**src/rtl/wb_regfile_if.sv**
```systemverilog
// Writeback-stage bus: M->W pipeline register outputs, D-stage read ports,
// and the values the writeback stage exports (forwarding data, write strobe,
// retired-instruction count).
interface wb_regfile_if;

    // M->W pipeline register outputs
    logic [2:0]  res_w;
    logic [4:0]  a3_w;
    logic [31:0] instr_w;
    logic [31:0] ao_w;
    logic [31:0] dr_w;
    logic [31:0] pc8_w;

    // D-stage read ports
    logic [4:0]  ra1;
    logic [4:0]  ra2;
    logic [31:0] rd1;
    logic [31:0] rd2;

    // Writeback results
    logic [31:0] wd_w;
    logic        we_w;
    logic [31:0] instret;

    // Upstream pipeline / decode side
    modport master (
        output res_w, a3_w, instr_w, ao_w, dr_w, pc8_w, ra1, ra2,
        input  rd1, rd2, wd_w, we_w, instret
    );

    // Writeback stage and register file
    modport slave (
        input  res_w, a3_w, instr_w, ao_w, dr_w, pc8_w, ra1, ra2,
        output rd1, rd2, wd_w, we_w, instret
    );

endinterface

```
**src/rtl/wb_regfile.sv**
```systemverilog
// Writeback stage and 32x32 GPR file.
// Selects the writeback value (ALU result, extended load data or PC+8),
// writes it into the register file, serves two read ports with same-cycle
// write bypass, and counts retired (non-bubble) instructions.
// Optional build macro: WB_TRACE_EN prints every committed write (and any
// attempted write to $0) at the clock edge; datapath is identical either way.
module wb_regfile (
    input  logic          clk,
    input  logic          reset,
    wb_regfile_if.slave   bus
);

    localparam int unsigned XLEN   = 32;
    localparam int unsigned NREG   = 32;
    localparam int unsigned AW     = 5;

    localparam logic [2:0] RES_ALU = 3'd1;
    localparam logic [2:0] RES_DM  = 3'd2;
    localparam logic [2:0] RES_PC  = 3'd3;

    localparam logic [5:0] OP_LB   = 6'h20;
    localparam logic [5:0] OP_LH   = 6'h21;
    localparam logic [5:0] OP_LW   = 6'h23;
    localparam logic [5:0] OP_LBU  = 6'h24;
    localparam logic [5:0] OP_LHU  = 6'h25;

    logic [XLEN-1:0] gpr_q [NREG];
    logic [XLEN-1:0] gpr_d [NREG];
    logic [XLEN-1:0] instret_q;
    logic [XLEN-1:0] instret_d;

    logic [5:0]      opcode;
    logic [7:0]      ld_byte;
    logic [15:0]     ld_half;
    logic [XLEN-1:0] ld_ext;
    logic [XLEN-1:0] wd;
    logic            res_valid;
    logic            we;
    logic [XLEN-1:0] rd1;
    logic [XLEN-1:0] rd2;

    assign opcode = bus.instr_w[31:26];

    // Pick the addressed byte and halfword out of the raw memory word
    always_comb begin
        ld_byte = bus.dr_w[7:0];
        unique case (bus.ao_w[1:0])
            2'd0: ld_byte = bus.dr_w[7:0];
            2'd1: ld_byte = bus.dr_w[15:8];
            2'd2: ld_byte = bus.dr_w[23:16];
            2'd3: ld_byte = bus.dr_w[31:24];
            default: ld_byte = bus.dr_w[7:0];
        endcase
        ld_half = bus.ao_w[1] ? bus.dr_w[31:16] : bus.dr_w[15:0];
    end

    // Load extension by opcode; unknown opcodes pass the word through
    always_comb begin
        ld_ext = bus.dr_w;
        unique case (opcode)
            OP_LW:   ld_ext = bus.dr_w;
            OP_LB:   ld_ext = {{(XLEN-8){ld_byte[7]}}, ld_byte};
            OP_LBU:  ld_ext = {{(XLEN-8){1'b0}}, ld_byte};
            OP_LH:   ld_ext = {{(XLEN-16){ld_half[15]}}, ld_half};
            OP_LHU:  ld_ext = {{(XLEN-16){1'b0}}, ld_half};
            default: ld_ext = bus.dr_w;
        endcase
    end

    // Writeback source select; unused res codes produce zero and no write
    always_comb begin
        wd        = '0;
        res_valid = 1'b0;
        unique case (bus.res_w)
            RES_ALU: begin
                wd        = bus.ao_w;
                res_valid = 1'b1;
            end
            RES_DM: begin
                wd        = ld_ext;
                res_valid = 1'b1;
            end
            RES_PC: begin
                wd        = bus.pc8_w;
                res_valid = 1'b1;
            end
            default: begin
                wd        = '0;
                res_valid = 1'b0;
            end
        endcase
        we = res_valid && (bus.a3_w != AW'(0));
    end

    // Next register-file contents; $0 is never a write target
    always_comb begin
        for (int i = 0; i < NREG; i++) begin
            gpr_d[i] = gpr_q[i];
        end
        if (we) begin
            gpr_d[bus.a3_w] = wd;
        end
        gpr_d[0] = '0;
    end

    // Retired-instruction count; all-zero instructions are bubbles
    always_comb begin
        instret_d = instret_q;
        if (bus.instr_w != '0) begin
            instret_d = instret_q + XLEN'(1);
        end
    end

    // Register file and counter state
    always_ff @(posedge clk or posedge reset) begin
        if (reset) begin
            for (int i = 0; i < NREG; i++) begin
                gpr_q[i] <= '0;
            end
            instret_q <= '0;
        end else begin
            for (int i = 0; i < NREG; i++) begin
                gpr_q[i] <= gpr_d[i];
            end
            instret_q <= instret_d;
        end
    end

    // Read ports: $0 reads zero, a same-cycle write to the address bypasses
    always_comb begin
        rd1 = gpr_q[bus.ra1];
        if (bus.ra1 == AW'(0)) begin
            rd1 = '0;
        end else if (we && (bus.ra1 == bus.a3_w)) begin
            rd1 = wd;
        end
        rd2 = gpr_q[bus.ra2];
        if (bus.ra2 == AW'(0)) begin
            rd2 = '0;
        end else if (we && (bus.ra2 == bus.a3_w)) begin
            rd2 = wd;
        end
    end

    assign bus.rd1     = rd1;
    assign bus.rd2     = rd2;
    assign bus.wd_w    = wd;
    assign bus.we_w    = we;
    assign bus.instret = instret_q;

`ifdef WB_TRACE_EN
    // Commit trace, including attempted writes to $0
    always @(posedge clk) begin
        if (!reset && (we || ((bus.a3_w == AW'(0)) && (bus.res_w != 3'd0)))) begin
            $display("@%h: $%d <= %h", bus.pc8_w - XLEN'(8), bus.a3_w, wd);
        end
    end
`else
`endif

endmodule

```
**src/flat_wrapper.sv**
```systemverilog
// flat-port wrapper written by rule: the top's interface ports become plain ports
module wb_regfile_flat 
  (clk, reset, bus_res_w, bus_a3_w, bus_instr_w, bus_ao_w, bus_dr_w, bus_pc8_w, bus_ra1, bus_ra2, bus_rd1, bus_rd2, bus_wd_w, bus_we_w, bus_instret);
  wb_regfile_if bus_i ();
  input  logic clk;
  input  logic reset;
  input wire logic [$bits(bus_i.res_w)-1:0] bus_res_w;
  input wire logic [$bits(bus_i.a3_w)-1:0] bus_a3_w;
  input wire logic [$bits(bus_i.instr_w)-1:0] bus_instr_w;
  input wire logic [$bits(bus_i.ao_w)-1:0] bus_ao_w;
  input wire logic [$bits(bus_i.dr_w)-1:0] bus_dr_w;
  input wire logic [$bits(bus_i.pc8_w)-1:0] bus_pc8_w;
  input wire logic [$bits(bus_i.ra1)-1:0] bus_ra1;
  input wire logic [$bits(bus_i.ra2)-1:0] bus_ra2;
  output wire logic [$bits(bus_i.rd1)-1:0] bus_rd1;
  output wire logic [$bits(bus_i.rd2)-1:0] bus_rd2;
  output wire logic [$bits(bus_i.wd_w)-1:0] bus_wd_w;
  output wire logic [$bits(bus_i.we_w)-1:0] bus_we_w;
  output wire logic [$bits(bus_i.instret)-1:0] bus_instret;
  assign bus_i.res_w = bus_res_w;
  assign bus_i.a3_w = bus_a3_w;
  assign bus_i.instr_w = bus_instr_w;
  assign bus_i.ao_w = bus_ao_w;
  assign bus_i.dr_w = bus_dr_w;
  assign bus_i.pc8_w = bus_pc8_w;
  assign bus_i.ra1 = bus_ra1;
  assign bus_i.ra2 = bus_ra2;
  assign bus_rd1 = bus_i.rd1;
  assign bus_rd2 = bus_i.rd2;
  assign bus_wd_w = bus_i.wd_w;
  assign bus_we_w = bus_i.we_w;
  assign bus_instret = bus_i.instret;
  wb_regfile u_core (.clk(clk), .reset(reset), .bus(bus_i));
endmodule
```
**config.mk**
```make
export PLATFORM = sky130hd
export DESIGN_NAME = wb_regfile_flat
export DESIGN_NICKNAME = d
export VERILOG_FILES = /design/src/rtl/wb_regfile_if.sv /design/src/rtl/wb_regfile.sv /design/src/flat_wrapper.sv
export SDC_FILE = /design/constraint.sdc
export NUM_CORES = 2
export LEC_CHECK = 0
export CORE_UTILIZATION = 50
export CTS_BUF_LIST = sky130_fd_sc_hd__clkbuf_8
export CTS_CLUSTER_SIZE = 12
export DETAILED_ROUTE_END_ITERATION = 6
export GPL_ROUTABILITY_DRIVEN = 0
export PLACE_DENSITY = 0.71
export SYNTH_ARGS = -nofsm -noshare
export SYNTH_HDL_FRONTEND = slang
export SYNTH_SLANG_ARGS = --single-unit
export TNS_END_PERCENT = 10
```
**constraint.sdc**
```tcl
create_clock -name clk -period 30.4 [get_ports clk]
set_input_delay 3.04 -clock clk [delete_from_list [all_inputs] [get_ports clk]]
set_output_delay 3.04 -clock clk [all_outputs]
set_load 0.005 [all_outputs]
```
==> impl_metrics.json <==
{
  "status": "complete, but fails checks",
  "syn_area_per_cell_um2": 10.5,
  "seq_power_share_pct": 45.7,
  "grt_pass1_vias": 44500,
  "vias": 45800,
  "route.met2.wl_um": 85700,
  "crit_path_start_kind": "input pin",
  "netSwitchingFraction_pct": 28.9,
  "muxShareOfSynthArea_pct": 21.1,
  "switching_power_mw": 0.993,
  "synth_flop_cell": "dfrtp_1",
  "grt_overflow": 0,
  "start_util_pct": 50.7,
  "clock-skew-final_ps": 16.1,
  "clock.fmax_mhz": 93.1,
  "grt_max_degree": 172,
  "hold_path_startpoint": "u_core.bus.instret[31]$_DFFE_PP0P_",
  "ctsResizeCount": 0,
  "cts-root-buf": "clkbuf_8",
  "synth-compound-area-share_pct": 16.0,
  "antenna_found_initial": 7,
  "dp_cells": 6486,
  "drc": 0,
  "path_clk_slew_ps": 60,
  "wl_met3_um": 24200,
  "violations": "max-capacitance violations",
  "antenna_left": 0,
  "dr.max_layer_used": "met5",
  "yosys.area_share.adder_pct": 0.0229,
  "cts_buffers": 173,
  "crit_slowest_cell": "and2_2",
  "crit_type": "input pin to primary output",
  "reg2reg_to": "u_core.bus.instret[21]$_DFFE_PP0P_",
  "synthTopCellsByArea": "dfrtp_1, mux4_2, o21ai_0, nand2_1, mux2i_1",
  "worst-endpoint-required_ps": 27360,
  "async_reset_ff_share_pct": 100,
  "syn_to_final_growth_pct": 13.4,
  "finalHoldViolations": 0,
  "finalSetupTns_ps": 0,
  "die-width_um": 333,
  "worstPathArrival_ps": 7700,
  "p_clk_share_pct": 38.8,
  "worst_slew_pin_slew_ps": 1450,
  "synth-simple-area-share_pct": 11.0,
  "grt_pass1_wl_um": 291000,
  "hpwl_um": 117000,
  "fin_crit_ps": 10740,
  "yosysWarnings": 0,
  "final_layout_size_suffix_gt1_share_pct": 17.8,
  "reg2reg_slack_ps": 27840,
  "crit_chain": "clkbuf_8, buf_4, buf_4, and2_2, a22o_1, o21ai_0, o311ai_0, a21boi_0, clkdlybuf4s50_1",
  "nets": 5407,
  "min_to": "u_core.bus.instret[31]$_DFFE_PP0P_",
  "post_synth_num_cell_types": 78,
  "maxCapViolations": 1,
  "wl_per_cell_um": 28.8,
  "clk_latency_ps": 870,
  "finalWorstSetupSlack_ps": 19660,
  "setup_viol": 0,
  "synth_xor_area_share_pct": 0.657,
  "postCtsHoldBufs": 0,
  "leakagePower_nw": 26.4,
  "met1_length_um": 75000,
  "die_area_um2": 111000,
  "syn_area_um2": 54700,
  "r2r_start": "u_core.bus.instret[3]$_DFFE_PP0P_",
  "htreeDepth": 4,
  "clock_sinks": 1024,
  "row_count": 120,
  "min_period_over_period_pct": 35.3,
  "whs_path_depth": 1,
  "place.port_buffers": 276,
  "drtIter0Drc": 6326,
  "rr_worst_depth": 5,
  "fp.dieH_um": 333,
  "boundaryPins": 277,
  "synth_seq_cells": 1024,
  "powerDensity_nw_per_um2": 55.5,
  "power_frac_comb_pct": 15.4,
  "critPathMaxStageDelay_ps": 880,
  "max_slew_margin_pct": 0.874,
  "cp_common_cell": "buf_4",
  "fin_cells": 6803,
  "yosys.area.top_type": "dfrtp_1",
  "hold_class": "flip-flop to flip-flop",
  "grt_use_total_pct": 35.4,
  "cp_max_fo": 59,
  "synth_top_family_by_area": "multiplexers",
  "synth_top_area_share_pct": 46.9,
  "cts_tree": "done",
  "pre_cts_slack_ps": 19800,
  "first_pass_iters": 7,
  "rsz0062_at_grt": "false",
  "syn-num-nets": 5360,
  "synth_edf_count": 0,
  "postCtsSetupRepairBufs": 0,
  "ir_drop_mv": 0.0432,
  "worstSetupEndpointType": "primary output",
  "core_um2": 108000,
  "clock_path_buffers": 3,
  "power_mw": 3.44,
  "finalWirelength_um": 196000,
  "p_int_mw": 2.45,
  "netlist_instances": 5211,
  "via_per_inst": 6.73,
  "yosysSeqAreaShare_pct": 46.9,
  "slew_violations": 0
}
[flip-flops by register name, indices dropped and copies added (netlist names)]
name and flops:
u_core.gpr_q 992, u_core.bus.instret 32
[layout make-up]
| class | instances | area, µm² |
|---|---|---|
| Timing Repair Buffer | 412 | 3810 |
| Fill cell | 8971 | 45800 |
| Multi-Input combinational cell | 3605 | 26900 |
| Sequential cell | 1024 | 25600 |
| Tap cell | 1403 | 1760 |
| Inverter | 42 | 161 |
| Clock buffer | 224 | 3080 |
| Clock inverter | 92 | 692 |
| Antenna cell | 1 | 2.50 |
[routing by layer]
metal | vias to the layer above | GRT usage, %
li1 | 19100 | -
met2 | 3135 | 51.4
met5 | - | 0
met4 | 8 | 18.7
met1 | 22800 | 48.6
met3 | 670 | 9.80
[worst max-delay path by stage]
stage	from	endpoint	slack, ps	depth (start not counted)
after floorplan	reset	u_core.bus.instret[0]$_DFFE_PP0P_	13250	1
after global placement	bus_ra2[2]	bus_rd2[17]	19860	9
after detailed placement	bus_ra2[2]	bus_rd2[17]	19800	9
after CTS	bus_ra2[2]	bus_rd2[17]	19800	9
after global routing	bus_ra2[2]	bus_rd2[17]	19630	9
final	bus_ra2[2]	bus_rd2[17]	19660	9
[placed cells by master (no fill, tap or decap), drive strengths merged, types with 44 or more instances in the layout]
cell type / netlist / final
a21oi: 73 / 73
a221oi: 52 / 52
a22oi: 44 / 44
buf: 167 / 144
clkbuf: 373 / 225
clkdlybuf4s50: 0 / 267
dfrtp: 1024 / 1024
inv: 41 / 96
mux2: 77 / 77
mux2i: 182 / 182
mux4: 392 / 392
nand2: 1097 / 1097
nor2: 107 / 107
o21ai: 1032 / 1032
o22ai: 68 / 68
[stage by stage]
stage	util, %	instance area (µm²)	hold slack [ps]
final	57.5	62000	478
after global routing	57.5	62000	479
after CTS	57.5	62000	473
after detailed placement	54.0	58200	463
after global placement	54.0	58200	458
after floorplan	-	54700	459
[logic make-up (layout without fill, tap and decap cells)]
kind of cell,Yosys count,after routing
compound gates,1491,1491
simple gates,1421,1421
flops,1024,1024
mux,651,651
buf+inv,582,770
xor+xnor,41,41
fa+ha+maj,1,1
other cells,0,1
[synthesized netlist by cell type, types with 24 or more instances]
| cell | instances |
|---|---|
| nand2_1 | 1096 |
| dfrtp_1 | 1024 |
| o21ai_0 | 991 |
| mux4_2 | 392 |
| clkbuf_1 | 356 |
| mux2i_1 | 182 |
| buf_2 | 113 |
| nor2_1 | 104 |
| mux2_2 | 77 |
| a21oi_1 | 69 |
| o22ai_1 | 68 |
| a221oi_1 | 49 |
| a22oi_1 | 44 |
| o21ai_1 | 41 |
| inv_1 | 40 |
| buf_1 | 39 |
| nor3_1 | 35 |
| xor2_1 | 35 |
| a22o_1 | 29 |
| nand2b_1 | 26 |
| nor4_1 | 25 |
| o221ai_1 | 24 |
[critical path: cells and delay by family]
family / cells / cell delay (ps)
simple gates: 1 / 880
buf+inv: 4 / 2380
compound gates: 4 / 1250
[power groups by stage]
| stage | clock (mW) | combinational, mW | sequential [mW] |
|---|---|---|---|
| 5_1_grt | 1.40 | 0.569 | 1.59 |
| 6_report | 1.34 | 0.530 | 1.57 |
| 3_3_place_gp | 0 | 0.509 | 1.58 |
| 3_5_place_dp | 0 | 0.520 | 1.59 |
| 2_1_floorplan | 0 | 0.349 | 1.57 |
| 4_1_cts | 1.34 | 0.522 | 1.57 |
(Power assumes the default switching activity.)
